### config.mk
export PLATFORM = sky130hd
export DESIGN_NAME = bk_limb_seq_adder
export DESIGN_NICKNAME = d
export VERILOG_FILES = /design/src/rtl/bk_limb_seq_adder.sv
export SDC_FILE = /design/constraint.sdc
export NUM_CORES = 1
export LEC_CHECK = 0
export BUFFER_PORTS_ARGS = -buffer_cell sky130_fd_sc_hd__buf_2
export CAP_MARGIN = 10
export CORE_UTILIZATION = 57
export CTS_BUF_LIST = sky130_fd_sc_hd__clkbuf_8
export DETAILED_ROUTE_END_ITERATION = 10
export GPL_TIMING_DRIVEN = 0
export PLACE_DENSITY = 0.82
export SLEW_MARGIN = 20
export SYNTH_ARGS = -nofsm -noshare
export SYNTH_HDL_FRONTEND = slang
export SYNTH_SLANG_ARGS = --single-unit
### constraint.sdc
create_clock -name clk -period 10.24 [get_ports clk]
set_input_delay 0.512 -clock clk [delete_from_list [all_inputs] [get_ports clk]]
set_output_delay 0.512 -clock clk [all_outputs]
set_load 0.1 [all_outputs]
### src/rtl/bk_limb_seq_adder.sv
// bk_limb_seq_adder
//   Wide add/subtract sequencer feeding an external 16-bit combinational
//   Brent-Kung adder core one limb per cycle. The carry is chained through a
//   register and the limbs are assembled into a W = 16*LIMBS bit result.
//   Only one transaction is in flight at a time.
// Ports
//   clk, rst                  clock (rising edge), async active-high reset
//   in_valid/in_ready         operand request handshake (ready only in IDLE)
//   in_a, in_b, in_cin        operands and carry-in (cin ignored for subtract)
//   in_sub                    1: A-B, 0: A+B+cin
//   out_valid/out_ready       result handshake
//   out_sum, out_cout, out_ovf  result, carry out of MSB, signed overflow
//   add_a/add_b/add_cin       limb operands to the adder core (0 when idle)
//   add_sum/add_cout          combinational result from the adder core
module bk_limb_seq_adder #(
  parameter  int LIMBS = 4,
  localparam int W     = 16*LIMBS
) (
  input  logic         clk,
  input  logic         rst,
  input  logic         in_valid,
  output logic         in_ready,
  input  logic [W-1:0] in_a,
  input  logic [W-1:0] in_b,
  input  logic         in_cin,
  input  logic         in_sub,
  output logic         out_valid,
  input  logic         out_ready,
  output logic [W-1:0] out_sum,
  output logic         out_cout,
  output logic         out_ovf,
  output logic [15:0]  add_a,
  output logic [15:0]  add_b,
  output logic         add_cin,
  input  logic [15:0]  add_sum,
  input  logic         add_cout
);
  localparam int IW = (LIMBS > 1) ? $clog2(LIMBS) : 1;
  localparam logic [1:0] IDLE = 2'd0, RUN = 2'd1, DONE = 2'd2;

  logic [1:0]              state;
  logic [IW-1:0]           idx;
  logic                    carry;
  logic [LIMBS-1:0][15:0]  a_l, b_l, res, nxt_res;
  logic                    last;

  assign in_ready  = (state == IDLE);
  assign out_valid = (state == DONE);
  assign last      = (idx == IW'(LIMBS-1));

  // Working result with the current limb merged in; on the final limb this
  // is the complete sum, written to out_sum so out_sum only ever changes on
  // entry to DONE.
  always_comb begin
    nxt_res      = res;
    nxt_res[idx] = add_sum;
  end

  // Core inputs come only from registers and are gated to zero outside RUN.
  always_comb begin
    add_a   = '0;
    add_b   = '0;
    add_cin = 1'b0;
    if (state == RUN) begin
      add_a   = a_l[idx];
      add_b   = b_l[idx];
      add_cin = carry;
    end
  end

  always_ff @(posedge clk or posedge rst) begin
    if (rst) begin
      state    <= IDLE;
      idx      <= '0;
      carry    <= 1'b0;
      a_l      <= '0;
      b_l      <= '0;
      res      <= '0;
      out_sum  <= '0;
      out_cout <= 1'b0;
      out_ovf  <= 1'b0;
    end else begin
      case (state)
        IDLE: if (in_valid) begin
          a_l   <= in_a;
          // Subtract as A + ~B + 1: invert B once here, force carry-in.
          b_l   <= in_sub ? ~in_b : in_b;
          carry <= in_sub | in_cin;
          idx   <= '0;
          res   <= '0;
          state <= RUN;
        end
        RUN: begin
          res   <= nxt_res;
          carry <= add_cout;
          if (last) begin
            out_sum  <= nxt_res;
            out_cout <= add_cout;
            // Overflow: operands (B already inverted) share a sign that
            // differs from the result sign.
            out_ovf  <= (a_l[LIMBS-1][15] == b_l[LIMBS-1][15]) &&
                        (add_sum[15] != a_l[LIMBS-1][15]);
            idx      <= '0;
            state    <= DONE;
          end else begin
            idx <= idx + 1'b1;
          end
        end
        DONE: if (out_ready) state <= IDLE;
        default: state <= IDLE;
      endcase
    end
  end
endmodule

# Word-level counts from Yosys, hierarchy flattened
# Cells that the tools add are included.
# W data, S select, Z words.
# op_classes
n_addsub	1
n_mul	0
div_mod_pow	0
order_cmp	2
n_eq_ne	8
n_shift	0
mux	22
n_bitwise	2
n_reduce_logical	8
# ops
op	count
$mux W64	2
$pmux W64 S2	1
$mux W16	5
$bmux W16 S2	2
$bwmux W64	1
$not A64 Y64	1
$demux W16 S2	1
$mux W2	5
$pmux W2 S3	1
$reduce_and A2 Y1	3
$eq A2 B2 Y1 const B	2
$ne A2 B2 Y1 const B	2
$pmux W2 S2	1
$lt A2 B3 Y1 const B	1
$reduce_and A3 Y1	1
$add A2 B1 Y2 const B	1
$eq A2 B1 Y1 const B	1
$ge A2 B1 Y1 const B	1
$logic_and A1 B1 Y1	2
$logic_not A2 Y1	1
$mux W1	2
$ne A2 B1 Y1 const B	1
$pmux W1 S2	1
$reduce_bool A2 Y1	1
3 further kinds	3
# totals
regBits	263
latch_bits	0
ram_bits	0
rom_bits	0
input_bits	151
word_cells	61
memories	0

# Logic depth before layout (Yosys ltp)
# logic_depth
depth_word	6
depth_mapped	9
depth_no_buf	5

# Least setup slack after synthesis
# No wires, ideal clock.
# synth_path
path_type	flip-flop to output port
startpoint	register idx[1]
endpoint	output add_a[0]
arrival_ns	1.852
t_required_ns	9.728
setup_slack_ns	7.876
stages_incl_launch_ff	5
n_path_buf	2
path_cell_list	dfrtp_1 > buf_2 > clkbuf_1 > mux4_2 > and2_1
# synth_via
elab_chain_len	3
# synth_rtl
element	line_no	rtl
from (decl)	42	logic [IW-1:0] idx;
from (signal assigned)	106	idx <= idx + 1'b1;
$bmux W16 S2	65	add_a = a_l[idx];
$mux W16 (not written as such)	65	
$mux W16	64	if (state == RUN) begin
to (decl)	32	output logic [15:0] add_a,
# Every way passes these cells. The select of a mux whose other input is x is not followed.

# Worst setup path after layout
# layout_path
startpoint	register idx[1]
endpoint	output add_b[10]
# layout_via
elab_chain_len	3
# layout_rtl
element	line_no	rtl
$bmux W16 S2	66	add_b = b_l[idx];
$mux W16 (not written as such)	66	
$mux W16	64	
to (decl)	33	output logic [15:0] add_b,
# Every way passes these cells. The select of a mux whose other input is x is not followed.

==> results.tsv <==
stage	metric	value	unit
placement	area of placed instances	0.0134	mm²
timing	actual slew at the worst max-slew pin	0.700	ns
synthesis	post-synthesis sequential area ratio	0.554	
clock_tree	total clock sinks	262	
layout	most common cell after layout, fill and taps aside	buf_2	
die	# rows	52	
setup_path	Worst setup EP type	output pin	
die	Die W	146	µm
timing	FMAX	314	MHz
drt	number of DRC markers in iteration 0	555	
clock_tree	# H-tree levels	2	
drt	DRC	0	
drt	antenna-violating nets left	0	
layout	Area growth syn-to-layout	20.9	%
placement	Setup Slack @ Placement	7.51	ns
timing	crit share post-route	0.311	
synthesis	count of mapped cells out of synthesis	976	
placement	RD Place Congestion	0.848	
synthesis	Syn Area/Cell	12.1	µm²
clock_tree	CTS root buf	clkbuf_8	
die	full die area	0.0213	mm²
layout	register area	0.00656	mm²
drt	via density per instance	5.68	
die	IO Pins	252	
placement	HPWL Detailed	22100	µm
timing	RSZ-0062 raised after global routing	no	
layout	final instance area	0.0143	mm²
die	core area	0.0203	mm²
synthesis	flops & latches, synth	262	
synthesis	Syn Std Cell Area	0.0118	mm²
global_route	Total GRT Usage	0.304	
die	Starting Density	0.582	
layout	NumNets Final	1414	
synthesis	synthesis warning total	0	
clock_tree	cts bufs inserted	43	
timing	Final Hold Fails	0	
global_route	initial antenna violation count	6	
clock_tree	Worst-path clk slew	0.06	ns
layout	FILL cells	1493	
placement	IO Port Bufs	235	
synthesis	Net Count, Synth	1132	
timing	worst setup margin	7.05	ns
timing	Setup TNS	0	ns
clock_tree	post_cts resized	0	
job	Max Cap Viol	0	
drt	vias after detailed routing	8860	
global_route	vias in the first global route	9413	
timing	Slew headroom	0.534	
layout	share of cells above drive strength 1	0.350	
setup_path	crit path kind	reg2out	
global_route	largest net degree at the start of global routing	98	
worst_hold_path	Tightest Hold Check Type	in2async	
outcome	status	finished, final reports clean	
setup_path	CP Launch Type	flop	
timing	Slew Viols, Final	0	
setup_path	WP data required	9.73	ns
clock_tree	Max Root-Sink Buffers	3	
drt	DRT Pass-1 Iters	5	
global_route	first-pass GRT wire length	49900	µm
timing	Setup Skew	0.0266	ns
layout	area occupied by multi-input gates	0.00480	mm²
clock_tree	CTS tree	done	
global_route	GRT overflow	0	
clock_tree	Post-CTS Setup Inserts	0	
placement	Placed Cells	1483	
clock_tree	worst skew pair latency	0.55	ns
setup_path	CP max FO	10	
drt	final wirelength	31200	µm
clock_tree	Hold Buf Count CTS	0	
layout	commonest non-fill, non-tap cells in the layout	buf_2 (272), dfrtp_1 (262), nand2_1 (70), nor2_1 (68), o21ai_0 (67)	
synthesis	synth unique cells	29	
drt	per-cell routed wire length	20.0	µm
timing	Final setup viols	0	
setup_path	CP arrival	2.67	ns
layout	Non-Filler Instances	1559	
die	height of the die	146	µm
timing	Tmin final	3.19	ns
-- layer usage --
layer,global-route usage,part of all wire,vias to the layer above
met3,0.0759,0.087,57
li1,-,-,3964
met2,0.516,0.50,428
met4,0.108,0.024,4
met5,0,0.00070,-
met1,0.381,0.39,4407
-- cell families (layout without fill, tap and decap cells) --
logic type,Yosys count,count (layout),share of synthesized area
other cells,0,3,0
mux,160,160,0.176
buf+inv,98,408,0.0398
simple gates,182,182,0.0683
flops,262,262,0.554
fa+ha+maj,5,5,0.00529
xor+xnor,64,64,0.0474
compound gates,205,205,0.109
-- worst max-delay path, stage by stage, from the launching register on --
cell	delay, ns
dfrtp_1	0.39
buf_2	0.23
clkbuf_1	0.57
mux4_2	0.34
and2_1	0.16
buf_2	0.43
-- stage by stage --
step | util | hold WS, ns
after floorplan | - | 0.453
after global placement | 0.657 | 0.458
after detailed placement | 0.660 | 0.465
after CTS | 0.704 | 0.0526
after global routing | 0.704 | 0.0750
final | 0.704 | 0.0491
-- flip-flops by register name, summed over array words and instances (netlist names) --
| signal | cells |
|---|---|
| carry | 1 |
| b_l | 64 |
| out_ovf | 1 |
| idx | 2 |
| a_l | 64 |
| res | 63 |
| state | 2 |
| out_sum | 64 |
| out_cout | 1 |
-- Yosys cell counts, drive strengths merged --
cell / n / area [µm²]
a21o: 4 / 30.0
a21oi: 66 / 330
a22o: 63 / 552
and2: 37 / 231
and3b: 1 / 8.76
buf: 58 / 320
clkbuf: 34 / 128
dfrtp: 262 / 6560
ha: 5 / 62.6
inv: 6 / 22.5
mux2: 65 / 732
mux2i: 63 / 631
mux4: 32 / 721
nand2: 70 / 263
nand2b: 2 / 12.5
nand3b: 1 / 7.51
nor2: 68 / 255
nor2b: 1 / 6.26
nor3b: 1 / 12.5
o21ai: 67 / 335
o21bai: 1 / 7.51
o22ai: 1 / 6.26
o31ai: 3 / 22.5
or4b: 1 / 10.0
xnor2: 64 / 561
-- final timing paths --
path	start	endpoint	slack (ns)	cells past startpoint
max	idx[1]$_DFFE_PP0P_	add_b[10]	7.05	5
max reg2reg	idx[1]$_DFFE_PP0P_	res[31]$_DFFE_PP0P_	7.46	9
max in group asynchronous	rst	b_l[37]$_DFFE_PP0P_	9.32	3
min in group clk	out_ready	state[1]$_DFFE_PP0P_	0.13	2
min reg2reg	out_sum[5]$_DFFE_PP0P_	out_sum[5]$_DFFE_PP0P_	0.47	2
min	rst	out_sum[14]$_DFFE_PP0P_	0.05	2
-- layout make-up --
type	instances	share of cell area
well taps	270	0.0236
clock buffers	56	0.0539
flip-flops and latches	262	0.459
diodes	3	0.000525
multi-input cells	616	0.336
repair buffers	237	0.0861
plain buffers	92	0.0313
inverters	6	0.00210
clock inverters	17	0.00797
Power is left out: the tool's default activity adds up to more than one toggle a clock period on the data nets, which glitch-free logic cannot reach.
